### src/rtl/muldiv_unit_pkg.sv
// Shared datapath types: ALU control codes plus the multiply/divide unit's
// state and operation encodings.
package global_types;

  typedef enum logic [3:0] {
    ADDac, SUBac, ANDac, ORac, XORac, NORac, SLTac, SLLac,
    SRLac, LUIac, MULTUac, DIVUac, MFHIac, MFLOac
  } alu_ctrl_t;

  typedef enum logic [1:0] {IDLE, RUN, DONE} muldiv_state_t;

  typedef enum logic {MD_MULTU, MD_DIVU} muldiv_op_t;

endpackage

### src/rtl/muldiv_unit.sv
// Iterative unsigned MULTU/DIVU engine owning the HI/LO registers.
// Handshake: a start is accepted only outside RUN; busy marks the iteration
// window and done pulses for one cycle on the cycle HI/LO first show a result.
module muldiv_unit
  import global_types::*;
#(
  parameter int WIDTH = 32
) (
  input  logic                 clk,
  input  logic                 rst,
  input  logic                 start,
  input  alu_ctrl_t            alu_ctrl,
  input  logic [WIDTH-1:0]     a,
  input  logic [WIDTH-1:0]     b,
  output logic                 busy,
  output logic                 done,
  output logic [WIDTH-1:0]     hi,
  output logic [WIDTH-1:0]     lo,
  output logic                 div_by_zero,
  output muldiv_state_t        dbg_state
);

  localparam int CW = $clog2(WIDTH);
  localparam logic [CW-1:0] LAST = CW'(WIDTH - 1);

  muldiv_state_t      r_state;
  muldiv_state_t      w_state_nxt;
  muldiv_op_t         r_op;
  logic [CW-1:0]      r_cnt;
  logic [WIDTH-1:0]   r_opnd;
  logic [2*WIDTH:0]   r_acc;
  logic [WIDTH-1:0]   r_hi;
  logic [WIDTH-1:0]   r_lo;
  logic               r_dbz;

  logic               w_is_mul;
  logic               w_is_div;
  logic               w_accept;
  logic               w_zero_start;
  logic [WIDTH:0]     w_sum;
  logic [2*WIDTH:0]   w_shl;
  logic [WIDTH:0]     w_diff;
  logic [2*WIDTH:0]   w_acc_nxt;

  assign w_is_mul     = (alu_ctrl == MULTUac);
  assign w_is_div     = (alu_ctrl == DIVUac);
  assign w_accept     = start && (w_is_mul || (w_is_div && (b != '0)));
  assign w_zero_start = start && w_is_div && (b == '0);

  // Accumulator is {rem/upper (WIDTH+1), lower (WIDTH)}; the extra top bit
  // holds the add carry for MULTU and the subtract borrow for DIVU.
  assign w_sum  = r_acc[2*WIDTH:WIDTH] + (r_acc[0] ? {1'b0, r_opnd} : '0);
  assign w_shl  = {r_acc[2*WIDTH-1:0], 1'b0};
  assign w_diff = w_shl[2*WIDTH:WIDTH] - {1'b0, r_opnd};

  always_comb begin
    w_acc_nxt = r_acc;
    if (r_op == MD_MULTU) begin
      w_acc_nxt = {1'b0, w_sum, r_acc[WIDTH-1:1]};
    end else if (w_diff[WIDTH]) begin
      w_acc_nxt = w_shl;
    end else begin
      w_acc_nxt = {w_diff, w_shl[WIDTH-1:1], 1'b1};
    end
  end

  always_ff @(posedge clk) begin
    if (rst) r_state <= IDLE;
    else     r_state <= w_state_nxt;
  end

  always_comb begin
    w_state_nxt = r_state;
    unique case (r_state)
      IDLE, DONE: begin
        if (w_accept)          w_state_nxt = RUN;
        else if (w_zero_start) w_state_nxt = DONE;
        else                   w_state_nxt = IDLE;
      end
      RUN:     if (r_cnt == LAST) w_state_nxt = DONE;
      default: w_state_nxt = IDLE;
    endcase
  end

  always_comb begin
    busy      = (r_state == RUN);
    done      = (r_state == DONE);
    dbg_state = r_state;
  end

  always_ff @(posedge clk) begin
    if (rst) begin
      r_op   <= MD_MULTU;
      r_cnt  <= '0;
      r_opnd <= '0;
      r_acc  <= '0;
      r_hi   <= '0;
      r_lo   <= '0;
      r_dbz  <= 1'b0;
    end else if (r_state == RUN) begin
      r_acc <= w_acc_nxt;
      if (r_cnt != LAST) begin
        r_cnt <= r_cnt + 1'b1;
      end else begin
        r_hi <= w_acc_nxt[2*WIDTH-1:WIDTH];
        r_lo <= w_acc_nxt[WIDTH-1:0];
      end
    end else if (w_accept) begin
      r_op   <= w_is_mul ? MD_MULTU : MD_DIVU;
      r_opnd <= w_is_mul ? a : b;
      r_acc  <= {{(WIDTH+1){1'b0}}, (w_is_mul ? b : a)};
      r_cnt  <= '0;
      r_dbz  <= 1'b0;
    end else if (w_zero_start) begin
      r_hi  <= a;
      r_lo  <= '1;
      r_dbz <= 1'b1;
    end
  end

  assign hi          = r_hi;
  assign lo          = r_lo;
  assign div_by_zero = r_dbz;

endmodule

### config.mk
export PLATFORM = sky130hd
export DESIGN_NAME = muldiv_unit
export DESIGN_NICKNAME = d
export VERILOG_FILES = /design/src/rtl/muldiv_unit_pkg.sv /design/src/rtl/muldiv_unit.sv
export SDC_FILE = /design/constraint.sdc
export NUM_CORES = 1
export LEC_CHECK = 0
export CAP_MARGIN = 20
export CORE_MARGIN = 2
export CORE_UTILIZATION = 45
export CTS_CLUSTER_SIZE = 8
export DETAILED_ROUTE_END_ITERATION = 8
export PLACE_DENSITY_LB_ADDON = 0.08
export SYNTH_ARGS = -nofsm -noshare
export SYNTH_HDL_FRONTEND = slang
export SYNTH_SLANG_ARGS = --single-unit
### constraint.sdc
create_clock -name clk -period 11.05 [get_ports clk]
set_clock_uncertainty 0.1 [all_clocks]
set_input_delay 1.6575 -clock clk [delete_from_list [all_inputs] [get_ports clk]]
set_output_delay 1.6575 -clock clk [all_outputs]
set_load 0.01 [all_outputs]
== Word level (Yosys, flattened, before mapping) ==
Index checks and enable logic that the tools add are counted.
Storage, ports and cells
  flip-flop bits (word level): 170
  input port bits: 71
  output and inout bits: 69
Cells by class
  add/subtract/negate cells: 3
  equal/unequal tests: 10
  mux-type cells: 25
  bitwise gates (word level): 1
  reductions and logical operators: 16
Operators by type and width (count)
  32-bit 2-to-1 mux: 11
  65-bit 2-to-1 mux: 4
  33-bit by 32-bit adder with 33-bit output: 1
  33-bit by 32-bit subtractor with 33-bit output: 1
  32-bit logical NOT: 1
  32-bit nonzero test: 1
  5-bit 2-to-1 mux: 3
  4-bit equality test, second input constant: 2
  2-bit 2-to-1 mux: 3
  2-bit AND reduction: 3
  2-bit nonzero test: 3
  5-bit by 1-bit adder with 5-bit output, second input constant: 1
  5-bit equality test, second input constant: 1
  5-bit inequality test, second input constant: 1
  1-bit logical AND: 4
  2-bit by 1-bit inequality test with 1-bit output, second input constant: 2
  2-bit inequality test, second input constant: 2
  2-bit one-hot mux with 2 select lines: 1
  1-bit 2-to-1 mux: 3
  3-bit AND reduction: 1
  2-bit by 1-bit equality test with 1-bit output, second input constant: 1
  2-bit equality test, second input constant: 1
  2-bit logical NOT: 1
  2-bit OR reduction: 1
  2 further kinds: 2

== Longest topological paths before layout ==
Gate-level depths: netlist of the first run.
  depth after elaboration: 6
  gate-level depth with buffers: 23

== Worst setup path before layout of the first run ==
Ideal clock, no wire load.
  path kind: reg2reg
  start point: register r_acc[31]
  end point: register r_hi[28], in the netlist hi[28]
  setup time: 0.086 ns
  arrival time: 3.944 ns
  path slack: 6.920 ns
  stages on the path, launching flop included: 21
  path buffers: 3
  clock period less this slack: 4.130 ns
  cell sequence: dfxtp_1 inv_1 ha_1 fa_1 nand2b_1 a21oi_2 o41ai_2 o41a_1 o22a_1 a211o_1 nor2b_1 o21ai_0 nand2b_1 ha_1 clkbuf_1 buf_2 clkbuf_1 nor2_1 a21oi_1 o2111ai_1 a211oi_1
On the way
  cells in the longest elaborated chain, start to end: 5
Ends and longest elaborated chain
  from (decl): line muldiv_unit.sv:31  | logic [2*WIDTH:0] r_acc;
  from (signal assigned): line muldiv_unit.sv:101  | r_acc <= w_acc_nxt;
  from (signal assigned): line muldiv_unit.sv:111  | r_acc <= {{(WIDTH+1){1'b0}}, (w_is_mul ? b : a)};
  33-bit by 32-bit subtractor with 33-bit output: line muldiv_unit.sv:54  | assign w_diff = w_shl[2*WIDTH:WIDTH] - {1'b0, r_opnd};
  65-bit 2-to-1 mux: line muldiv_unit.sv:60  | end else if (w_diff[WIDTH]) begin
  65-bit 2-to-1 mux: line muldiv_unit.sv:58  | if (r_op == MD_MULTU) begin
  32-bit 2-to-1 mux: line muldiv_unit.sv:102  | if (r_cnt != LAST) begin
  32-bit 2-to-1 mux: line muldiv_unit.sv:100  | end else if (r_state == RUN) begin
  to (signal assigned): line muldiv_unit.sv:105  | r_hi <= w_acc_nxt[2*WIDTH-1:WIDTH];
  to (decl): line muldiv_unit.sv:32  | logic [WIDTH-1:0] r_hi;
Every way passes these cells. The select of a mux whose other input is x is not followed.
A chain may end at the register's enable or synchronous reset.

== Worst setup path in the final report of the first run ==
  start point: register r_acc[31]
  end point: register r_hi[5], in the netlist hi[5]
Same word-level chain as after synthesis.

==> results.json, run 1 <==
{
  "grt_first_pass_wirelength_um": 63900,
  "cp.required_ns": 11.31,
  "routed_wire_length_per_instance_um": 20.7,
  "async_reset_ff_share_pct": 0,
  "number_of_sinks_handled_by_clock_tree_synthesis": 170,
  "detailedRoute.firstPassIterationCount": 6,
  "cts_hold_repair.buffers": 0,
  "timing.max_cap.violations": 0,
  "cts-buffers-inserted": 17,
  "post-synth-top-area-fraction_pct": 28.4,
  "cts_tree": "built",
  "clockBufferDepth": 2,
  "placement.io_buffers": 139,
  "layout_worst_path_cycle_share_pct": 44.5,
  "slew_viol_final": 0,
  "drt_iter0_drc": 1131,
  "final_util_pct": 54.0,
  "worst_r2r_startpoint": "r_acc[31]$_SDFFE_PP0P_",
  "cts_post_setup_buffers_inserted": 0,
  "clk_root_buffer_cell": "sky130_fd_sc_hd__clkbuf_16",
  "post-route-drc-count": 0,
  "crit_path_cell_trace": "inv_1 > ha_1 > fa_1 > nand2b_1 > a21oi_2 > o41ai_2 > o41a_1 > o22a_1 > a211o_1 > nor2b_1 > o21ai_0 > nand2b_1 > ha_1 > buf_4 > mux2i_1 > a211oi_1 > a211oi_1 > nor3_1",
  "power.static_leakage_uw": 0.00516,
  "layout_cell_share_with_drive_strength_beyond_1_pct": 5.00,
  "clk_latency_worst_skew_pair_ns": 0.43,
  "post_synthesis_sequential_element_count": 170,
  "grt_usage_pct": 28.9,
  "synthDistinctLibCells": 77,
  "timing.max_slew.rel_slack_pct": 33.5,
  "layout_min_cycle_time_ns": 4.92,
  "slowest_delay_ns": 0.62,
  "finalSetupViolations": 0,
  "area_growth_pct": 17.8,
  "viasPerCell": 5.96,
  "fp.dieArea_um2": 27900,
  "boundaryPins": 140,
  "design.final.nets": 1767,
  "placement.cell_area_um2": 13500,
  "placementRows": 59,
  "critPathTopFamily": "compound AO/OA/AOI/OAI gates",
  "critical_path.slowest_cell": "sky130_fd_sc_hd__a211oi_1",
  "netlist_area_um2": 12000,
  "setup.worst_path.start": "r_acc[31]$_SDFFE_PP0P_",
  "timing.critical_path.to_type": "register",
  "cp.arrival_ns": 5.18,
  "max_slew.worst_pin.slew_ns": 0.998,
  "detailroute.via_count": 11800,
  "timing.fmax_mhz": 203,
  "final_replace_weighted_congestion": 0.910,
  "num_antenna_cells": 0,
  "floorplan.core_area_um2": 26100,
  "overflow": 0,
  "die_w_um": 167,
  "powerDensity_nw_per_um2": 108,
  "timing.setup.tns_ns": 0,
  "synth_area_leaders": "sky130_fd_sc_hd__dfxtp_1 28%, sky130_fd_sc_hd__mux2i_1 9.3%, sky130_fd_sc_hd__nor2_1 8.3%",
  "die-height_um": 167,
  "grt_pass1_vias": 10900,
  "dp_hpwl_um": 29600,
  "pin_count_of_the_biggest_net_entering_global_routing": 91,
  "synth_edf_count": 0,
  "initial_utilization_pct": 45.8,
  "syn_avg_cell_area_um2": 7.67,
  "synth-warning-count": 0,
  "detail_route.wirelength_um": 41000,
  "clk_transition_reported_paths_ns": 0.07,
  "synth_net_count": 1702,
  "worst_ir_drop_vdd_mv": 0.107,
  "synth_cells": 1562,
  "timing.hold.worst.start": "hi[8]$_SDFFE_PP0P_",
  "cts-resized-gates": 0,
  "path_max_fanout": 41,
  "final_design_area_no_fill_um2": 14100,
  "ctsHtreeMaxLevel": 4,
  "hold_viol_final": 0,
  "outcome": "completed",
  "worstSetupStartpointType": "register",
  "synth_area_leader_cell": "sky130_fd_sc_hd__dfxtp_1",
  "prevailing_post_synth_register_cell": "sky130_fd_sc_hd__dfxtp_1",
  "cp.buffers_inverters": 2,
  "postRouteAntennaNets": 0,
  "worst_hold_path_type": "register to register",
  "grt_antenna_before_repair": 0,
  "grt_setup_unrepaired": "no",
  "kind_of_critical_path": "register to register",
  "share_of_synthesized_area_occupied_by_flip_flops_and_latches_pct": 28.4
}
[synth_stat cells, types with 7 or more instances]
library cell	number
sky130_fd_sc_hd__mux2i_1	111
sky130_fd_sc_hd__o211ai_1	11
sky130_fd_sc_hd__a31oi_1	15
sky130_fd_sc_hd__and2_1	38
sky130_fd_sc_hd__o21bai_1	11
sky130_fd_sc_hd__nor2_1	266
sky130_fd_sc_hd__dfxtp_1	170
sky130_fd_sc_hd__nand4_1	14
sky130_fd_sc_hd__a21o_1	21
sky130_fd_sc_hd__nand2b_1	8
sky130_fd_sc_hd__a211oi_1	62
sky130_fd_sc_hd__nand2_1	97
sky130_fd_sc_hd__inv_1	59
sky130_fd_sc_hd__nor4_1	7
sky130_fd_sc_hd__xnor2_1	23
sky130_fd_sc_hd__o21ai_0	57
sky130_fd_sc_hd__ha_1	67
sky130_fd_sc_hd__nand3_1	19
sky130_fd_sc_hd__clkbuf_1	88
sky130_fd_sc_hd__xor2_1	19
sky130_fd_sc_hd__buf_2	11
sky130_fd_sc_hd__o21a_1	8
sky130_fd_sc_hd__a21oi_1	179
sky130_fd_sc_hd__o31ai_1	8
sky130_fd_sc_hd__nor3_1	17
sky130_fd_sc_hd__a311oi_1	42
sky130_fd_sc_hd__nor2b_1	14
sky130_fd_sc_hd__and3_1	10
[through the flow]
stage | hold WS (ns) | instances | power, µW | setup slack [ns]
2_1_floorplan | 0.339 | 1562 | 809 | 6.92
3_3_place_gp | 0.337 | 1943 | 901 | 5.87
3_5_place_dp | 0.349 | 1943 | 900 | 5.76
4_1_cts | 0.362 | 1975 | 1530 | 6.21
5_1_grt | 0.382 | 1975 | 1580 | 5.93
6_report | 0.362 | 1975 | 1520 | 6.13
[routing by layer]
layer	up-vias	global-route usage (%)	wire length [µm]
met1	5542	44.3	19900
li1	5778	-	-
met4	0	4.54	274
met3	20	4.47	3280
met5	-	0	0
met2	431	43.2	17500
[layout by cell type, fill, tap and decap left out, drive strengths merged, types with 5 or more instances in the layout]
master,synthesis,final
nor3,17,17
nor2b,15,15
ha,67,67
a22oi,5,5
a221oi,5,5
clkdlybuf4s50,0,138
o211ai,11,11
o21a,9,9
dfxtp,170,170
inv,59,68
clkinv,2,5
mux2,5,5
a311oi,43,43
xor2,19,19
clkbuf,88,18
a211oi,66,66
o31ai,9,9
or3,6,6
o21bai,11,11
a21o,23,23
and3,10,10
mux2i,111,111
nand2b,8,8
nand2,97,97
nor4,7,7
nand3,19,19
o21ai,62,62
xnor2,23,23
a31oi,15,15
a21oi,182,182
buf,19,15
a211o,5,5
and2,38,38
nor2,266,266
nand4,14,14
o22ai,5,5
[final cells by class]
class                      count  area (µm²)
tap                          335         419
multi-input combinational   1224        7950
fill                        2592       12000
timing repair buffer         153        1490
sequential                   170        3410
clock inverter                14         173
clock buffer                  18         439
inverter                      61         229
[kinds of logic (layout without fill, tap and decap cells)]
family          after synthesis  after routing  synth area share, %
compound gates              484            484                 26.8
xor+xnor                     42             42                 3.07
fa+ha+maj                    69             69                 7.33
buf+inv                     168            246                 5.47
flops                       170            170                 28.4
mux                         116            116                 9.75
simple gates                513            513                 19.2
[worst min-delay path, delay by kind of cell (launching register included)]
kind / cells / cell delay [ns]
DFF: 1 / 0.32
AOI/OAI and AO/OA: 1 / 0.05
and+or+nand+nor: 1 / 0.05
[power by group]
| part | internal [µW] | total, µW | switching, µW |
|---|---|---|---|
| sequential | 621 | 633 | 11.3 |
| combinational | 101 | 259 | 158 |
| clock | 331 | 631 | 299 |
| total | 1050 | 1520 | 469 |
[flip-flops by register name, summed over array words and instances (netlist names)]
signal	flops
r_op	1
r_opnd	32
div_by_zero	1
r_cnt	5
dbg_state	2
r_acc	65
hi	32
lo	32
[path summary, 6_finish.rpt]
kind / end / depth (start not counted) / slack [ns]
min reg2reg: hi[8]$_SDFFE_PP0P_ / 2 / 0.36
max: hi[5]$_SDFFE_PP0P_ / 18 / 6.13
max reg2reg: hi[5]$_SDFFE_PP0P_ / 18 / 6.13
min: hi[8]$_SDFFE_PP0P_ / 2 / 0.36
Power figures use the tool's default switching activity.
==> run 2, diff against run 1 <==
==> constraint.sdc (replaced) <==
create_clock -name clk -period 4.1 [get_ports clk]
set_clock_uncertainty 0.1 [all_clocks]
set_input_delay 0.615 -clock clk [delete_from_list [all_inputs] [get_ports clk]]
set_output_delay 0.615 -clock clk [all_outputs]
set_load 0.01 [all_outputs]
==> results.json, run 2 (synthesis results as in run 1) <==
{
  "grt_usage_pct": 29.8,
  "outcome": "finished with violations",
  "violations": "negative setup slack",
  "pin_count_of_the_biggest_net_entering_global_routing": 87,
  "drt_iter0_drc": 1075,
  "floorplan.core_area_um2": 26100,
  "clockBufferDepth": 2,
  "timing.critical_path.to_type": "register",
  "registers.top_by_ff_count": "r_acc",
  "fillerInstances": 2496,
  "cts-buffers-inserted": 17,
  "swShare_pct": 31.3,
  "viasPerCell": 5.91,
  "p_seq_share_pct": 40.6,
  "path_max_fanout": 8,
  "power.static_leakage_uw": 0.00560,
  "timing.max_cap.violations": 0,
  "cp.required_ns": 4.27,
  "grt_first_pass_wirelength_um": 65700,
  "layout_common_cells": "258 x sky130_fd_sc_hd__nor2_1, 172 x sky130_fd_sc_hd__a21oi_1, 168 x sky130_fd_sc_hd__dfxtp_1",
  "die_w_um": 167,
  "critPathMostFrequentCell": "sky130_fd_sc_hd__ha_4",
  "number_of_sinks_handled_by_clock_tree_synthesis": 170,
  "cp.arrival_ns": 4.28,
  "grt_setup_unrepaired": "yes",
  "initial_utilization_pct": 45.8,
  "placement.io_buffers": 139,
  "post-route-drc-count": 0,
  "layout_cell_share_with_drive_strength_beyond_1_pct": 12.1,
  "clock_power_share_pct": 38.0,
  "worst_ir_drop_vdd_mv": 0.283,
  "timing.fmax_mhz": 243,
  "die-height_um": 167,
  "detailroute.via_count": 12100,
  "cts_hold_repair.buffers": 0,
  "power.net_switching_uw": 1310,
  "dp_hpwl_um": 32000,
  "placedCellCount": 2009,
  "num_antenna_cells": 0,
  "layout_min_cycle_time_ns": 4.11,
  "final_cell_count_no_fill": 2052,
  "powerDensity_nw_per_um2": 278,
  "layout_worst_path_cycle_share_pct": 100,
  "slowest_delay_ns": 0.44,
  "detailedRoute.firstPassIterationCount": 5,
  "critical_path.slowest_cell": "sky130_fd_sc_hd__o41a_1",
  "grt_pass1_vias": 11400,
  "kind_of_critical_path": "register to register",
  "p_int_uw": 2890,
  "design.final.nets": 1844,
  "overflow": 0,
  "ctsHtreeMaxLevel": 4,
  "clk_transition_reported_paths_ns": 0.07,
  "routed_wire_length_per_instance_um": 20.8,
  "area_growth_pct": 26.1,
  "layout_setup_ws_ns": -0.00834,
  "detail_route.wirelength_um": 42600,
  "max_slew.worst_pin.slew_ns": 1.02,
  "grt_antenna_before_repair": 0,
  "final_replace_weighted_congestion": 0.928,
  "layout.cells.most_common": "sky130_fd_sc_hd__nor2_1",
  "slew_viol_final": 0,
  "worstSetupStartpointType": "register",
  "largest_register_ff_count": 65,
  "postRouteAntennaNets": 0,
  "hold_viol_final": 0,
  "clk_root_buffer_cell": "sky130_fd_sc_hd__clkbuf_16",
  "worst_hold_path_type": "register to register",
  "timing.max_slew.rel_slack_pct": 31.9,
  "cts_tree": "built",
  "finalSetupViolations": 1,
  "boundaryPins": 140,
  "clk_latency_worst_skew_pair_ns": 0.43,
  "crit_path_cell_trace": "inv_2 > ha_4 > fa_2 > nand2b_4 > a21oi_4 > o41ai_4 > o41a_1 > o22a_1 > a211o_1 > nor2b_1 > o21ai_1 > nand2b_1 > ha_4 > clkbuf_16 > mux2_4 > a221oi_4 > a211oi_1",
  "final_util_pct": 57.8,
  "fp.dieArea_um2": 27900,
  "placementRows": 59,
  "comb_power_share_pct": 21.4
}
==> run 2: cell count changes in the layout (fill, tap and decap cells not counted), sizes merged <==
cell	delta
clkinv	-2
inv	+5
clkbuf	+1
bufinv	-1
buf	+75
clkinvlp	-1
==> run 2: per-layer routing <==
| layer | GRT usage, % | vias to the layer above | part of all wire (%) |
|---|---|---|---|
| met2 | 42.7 | 445 | 41 |
| li1 | - | 5951 | - |
| met3 | 5.63 | 45 | 8.0 |
| met4 | 6.65 | 0 | 1.6 |
| met5 | 0 | - | 0 |
| met1 | 45.9 | 5685 | 49 |
==> run 2: path summary, 6_finish.rpt <==
kind                                              from             endpoint  slack (ns)  depth (start not counted)
worst max register to register  r_acc[31]$_SDFFE_PP0P_  hi[17]$_SDFFE_PP0P_      -0.008                         17
worst max-delay path            r_acc[31]$_SDFFE_PP0P_  hi[17]$_SDFFE_PP0P_      -0.008                         17
worst min register to register      hi[3]$_SDFFE_PP0P_   hi[3]$_SDFFE_PP0P_        0.36                          2
worst min-delay path                hi[3]$_SDFFE_PP0P_   hi[3]$_SDFFE_PP0P_        0.36                          2
==> run 2: area by class of cell <==
cell class	count	area [µm²]	share of cell area, %
repair buffers	230	2250	14.9
inverters	61	229	1.52
flip-flops and latches	170	3410	22.6
well taps	335	419	2.78
multi-input cells	1224	8230	54.5
clock buffers	17	425	2.82
clock inverters	15	141	0.936
==> run 2: worst max-delay path: cells and delay by family, from the launching register on <==
kind,cells,cell delay (ns)
buffers and inverters,2,0.23
and+or+nand+nor,3,0.40
adders and majority gates,3,0.76
muxes,1,0.32
DFF,1,0.34
AOI/OAI and AO/OA,8,1.81
==> run 2: what timing repair did <==
item,CTS,global route
setup buffers,0,9
endpoints found under the setup margin,54,56
gates resized for setup,7,74
cloned,0,2
pin swaps,4,47
==> run 2: power by group through the flow <==
stage                     Combinational (µW)  Clock [µW]  Sequential [µW]
after CTS                                790        1620             1700
final                                    899        1600             1700
after detailed placement                 774           0             1740
after global routing                     961        1690             1710
after global placement                   773           0             1740
after floorplan                          453           0             1730
==> run 2: stage by stage <==
step                      total power, µW  area (µm²)  hold slack, ns  setup TNS, ns  setup WS (ns)
after floorplan                      2180       12000           0.339              0       0.000816
after global placement               2510       14100           0.342          -1.07        -0.0999
after detailed placement             2510       14100           0.349          -4.37         -0.199
after CTS                            4110       14700           0.359              0         0.0513
after global routing                 4360       15100           0.373          -3.28         -0.136
final                                4200       15100           0.360       -0.00834       -0.00834
==> run 3, diff against run 2 <==
--- a/config.mk
+++ b/config.mk
@@ -6,11 +6,12 @@
 export NUM_CORES = 1
 export LEC_CHECK = 0
 export CAP_MARGIN = 20
-export CORE_MARGIN = 2
-export CORE_UTILIZATION = 45
+export CORE_MARGIN = 1
+export CORE_UTILIZATION = 52
 export CTS_CLUSTER_SIZE = 8
 export DETAILED_ROUTE_END_ITERATION = 8
 export PLACE_DENSITY_LB_ADDON = 0.08
+export SETUP_SLACK_MARGIN = 0.05
 export SYNTH_ARGS = -nofsm -noshare
 export SYNTH_HDL_FRONTEND = slang
 export SYNTH_SLANG_ARGS = --single-unit
==> results.json, run 3 (synthesis results as in run 1) <==
{
  "worstSetupEndpoint": "hi[23]$_SDFFE_PP0P_",
  "drt_iter0_drc": 1206,
  "power.static_leakage_uw": 0.00564,
  "placement.cell_area_um2": 14100,
  "powerDensity_nw_per_um2": 278,
  "ctsHtreeMaxLevel": 4,
  "clk_root_buffer_cell": "sky130_fd_sc_hd__clkbuf_16",
  "grt_first_pass_wirelength_um": 64300,
  "pin_count_of_the_biggest_net_entering_global_routing": 94,
  "regToRegSetupSlack_ns": 0.09,
  "worst_r2r_startpoint": "r_acc[31]$_SDFFE_PP0P_",
  "worst_ir_drop_vdd_mv": 0.303,
  "die_w_um": 154,
  "setup.worst_path.start": "r_acc[31]$_SDFFE_PP0P_",
  "largest_register_ff_count": 65,
  "layout_common_cells": "261 x sky130_fd_sc_hd__nor2_1, 175 x sky130_fd_sc_hd__a21oi_1, 168 x sky130_fd_sc_hd__dfxtp_1",
  "detailedRoute.firstPassIterationCount": 6,
  "hold_viol_final": 0,
  "grt_antenna_before_repair": 0,
  "layout_min_cycle_time_ns": 4.01,
  "detailroute.via_count": 12400,
  "initial_utilization_pct": 52.9,
  "final_replace_weighted_congestion": 1.00,
  "clk_latency_worst_skew_pair_ns": 0.45,
  "placement.io_buffers": 139,
  "dp_hpwl_um": 30700,
  "cts_hold_repair.buffers": 0,
  "timing.critical_path.to_type": "register",
  "grt_pass1_vias": 11400,
  "clk_transition_reported_paths_ns": 0.07,
  "cp.arrival_ns": 4.21,
  "pre_cts_slack_ns": -0.109,
  "area_growth_pct": 25.4,
  "postRouteAntennaNets": 0,
  "layout_worst_path_cycle_share_pct": 97.8,
  "die-height_um": 154,
  "placementRows": 55,
  "final_cell_count_no_fill": 2013,
  "registers.top_by_ff_count": "r_acc",
  "cts-buffers-inserted": 17,
  "design.final.nets": 1855,
  "layout.cells.most_common": "sky130_fd_sc_hd__nor2_1",
  "slew_viol_final": 0,
  "path_max_fanout": 6,
  "outcome": "completed",
  "timing.max_cap.violations": 0,
  "grt_usage_pct": 34.8,
  "layout_setup_ws_ns": 0.0918,
  "layout_cell_share_with_drive_strength_beyond_1_pct": 11.6,
  "kind_of_critical_path": "register to register",
  "worstSetupStartpointType": "register",
  "post-route-drc-count": 0,
  "boundaryPins": 140,
  "overflow": 0,
  "routed_wire_length_per_instance_um": 20.7,
  "final_design_area_no_fill_um2": 15000,
  "placedCellCount": 1972,
  "timing.max_slew.rel_slack_pct": 41.9,
  "viasPerCell": 6.17,
  "worst_hold_path_type": "register to register",
  "max_slew.worst_pin.slew_ns": 0.871,
  "number_of_sinks_handled_by_clock_tree_synthesis": 170,
  "num_antenna_cells": 0,
  "reg_to_reg_endpoint": "hi[23]$_SDFFE_PP0P_",
  "floorplan.core_area_um2": 22600,
  "cts_tree": "built",
  "cp.required_ns": 4.31,
  "detail_route.wirelength_um": 41700,
  "timing.fmax_mhz": 249,
  "grt_setup_unrepaired": "yes",
  "clockBufferDepth": 2,
  "r2r_cells": 19,
  "fp.dieArea_um2": 23600,
  "finalSetupViolations": 0
}
[run 3: area by class of cell]
cell class	count	area (µm²)
Fill cell	1952	7620
Timing Repair Buffer	241	2300
Multi-Input combinational cell	1224	8140
Inverter	61	234
Clock buffer	19	443
Clock inverter	13	135
Tap cell	285	357
Sequential cell	170	3410
[run 3: stage by stage]
stage               TNS [ns]  utilization, %  hold slack, ns  total power, µW
detailed placement    -0.674            62.4           0.352             2470
global route          -0.123            66.3           0.387             4310
global placement     -0.0541            62.4           0.338             2460
floorplan                  0               -           0.339             2180
finish                     0            66.3           0.361             4180
CTS                        0            65.2           0.357             4100
[run 3: worst min-delay path by stage]
stage | startpoint | to | depth (start not counted)
2_1_floorplan | r_cnt[3]$_SDFFE_PP0P_ | r_cnt[3]$_SDFFE_PP0P_ | 1
3_3_place_gp | hi[16]$_SDFFE_PP0P_ | hi[16]$_SDFFE_PP0P_ | 2
3_5_place_dp | hi[16]$_SDFFE_PP0P_ | hi[16]$_SDFFE_PP0P_ | 2
4_1_cts | hi[16]$_SDFFE_PP0P_ | hi[16]$_SDFFE_PP0P_ | 2
5_1_grt | hi[3]$_SDFFE_PP0P_ | hi[3]$_SDFFE_PP0P_ | 2
6_report | hi[16]$_SDFFE_PP0P_ | hi[16]$_SDFFE_PP0P_ | 2
[run 3: what timing repair did]
action,in CTS,in global routing
setup endpoints to repair,43,58
gates cloned,0,3
gates resized for setup,9,39
setup buffers,3,3
pin swaps,6,22
[run 3: metal layers]
metal / vias up / global-route usage (%) / part of all wire (%)
met5: - / 0 / 0
met3: 63 / 7.95 / 10
met1: 5815 / 51.7 / 47
met4: 0 / 11.0 / 2.3
li1: 5958 / - / -
met2: 594 / 48.9 / 41
[run 3: report_power, final]
part	switching [µW]	internal (µW)
combinational	470	379
clock	755	870
sequential	30.0	1670
total	1250	2920
[run 3: critical path, cell delays in order, from the launching register on]
cell	delay, ns
sky130_fd_sc_hd__dfxtp_2	0.33
sky130_fd_sc_hd__inv_2	0.04
sky130_fd_sc_hd__ha_4	0.15
sky130_fd_sc_hd__fa_2	0.37
sky130_fd_sc_hd__nand2b_4	0.17
sky130_fd_sc_hd__a21oi_4	0.19
sky130_fd_sc_hd__o41ai_4	0.08
sky130_fd_sc_hd__o41a_1	0.41
sky130_fd_sc_hd__o22a_1	0.23
sky130_fd_sc_hd__a211o_1	0.27
sky130_fd_sc_hd__nor2b_1	0.12
sky130_fd_sc_hd__o21ai_1	0.07
sky130_fd_sc_hd__nand2b_1	0.12
sky130_fd_sc_hd__ha_4	0.27
sky130_fd_sc_hd__buf_4	0.15
sky130_fd_sc_hd__buf_6	0.13
sky130_fd_sc_hd__buf_4	0.15
sky130_fd_sc_hd__o31a_1	0.23
sky130_fd_sc_hd__o211ai_1	0.16
sky130_fd_sc_hd__a211oi_1	0.12
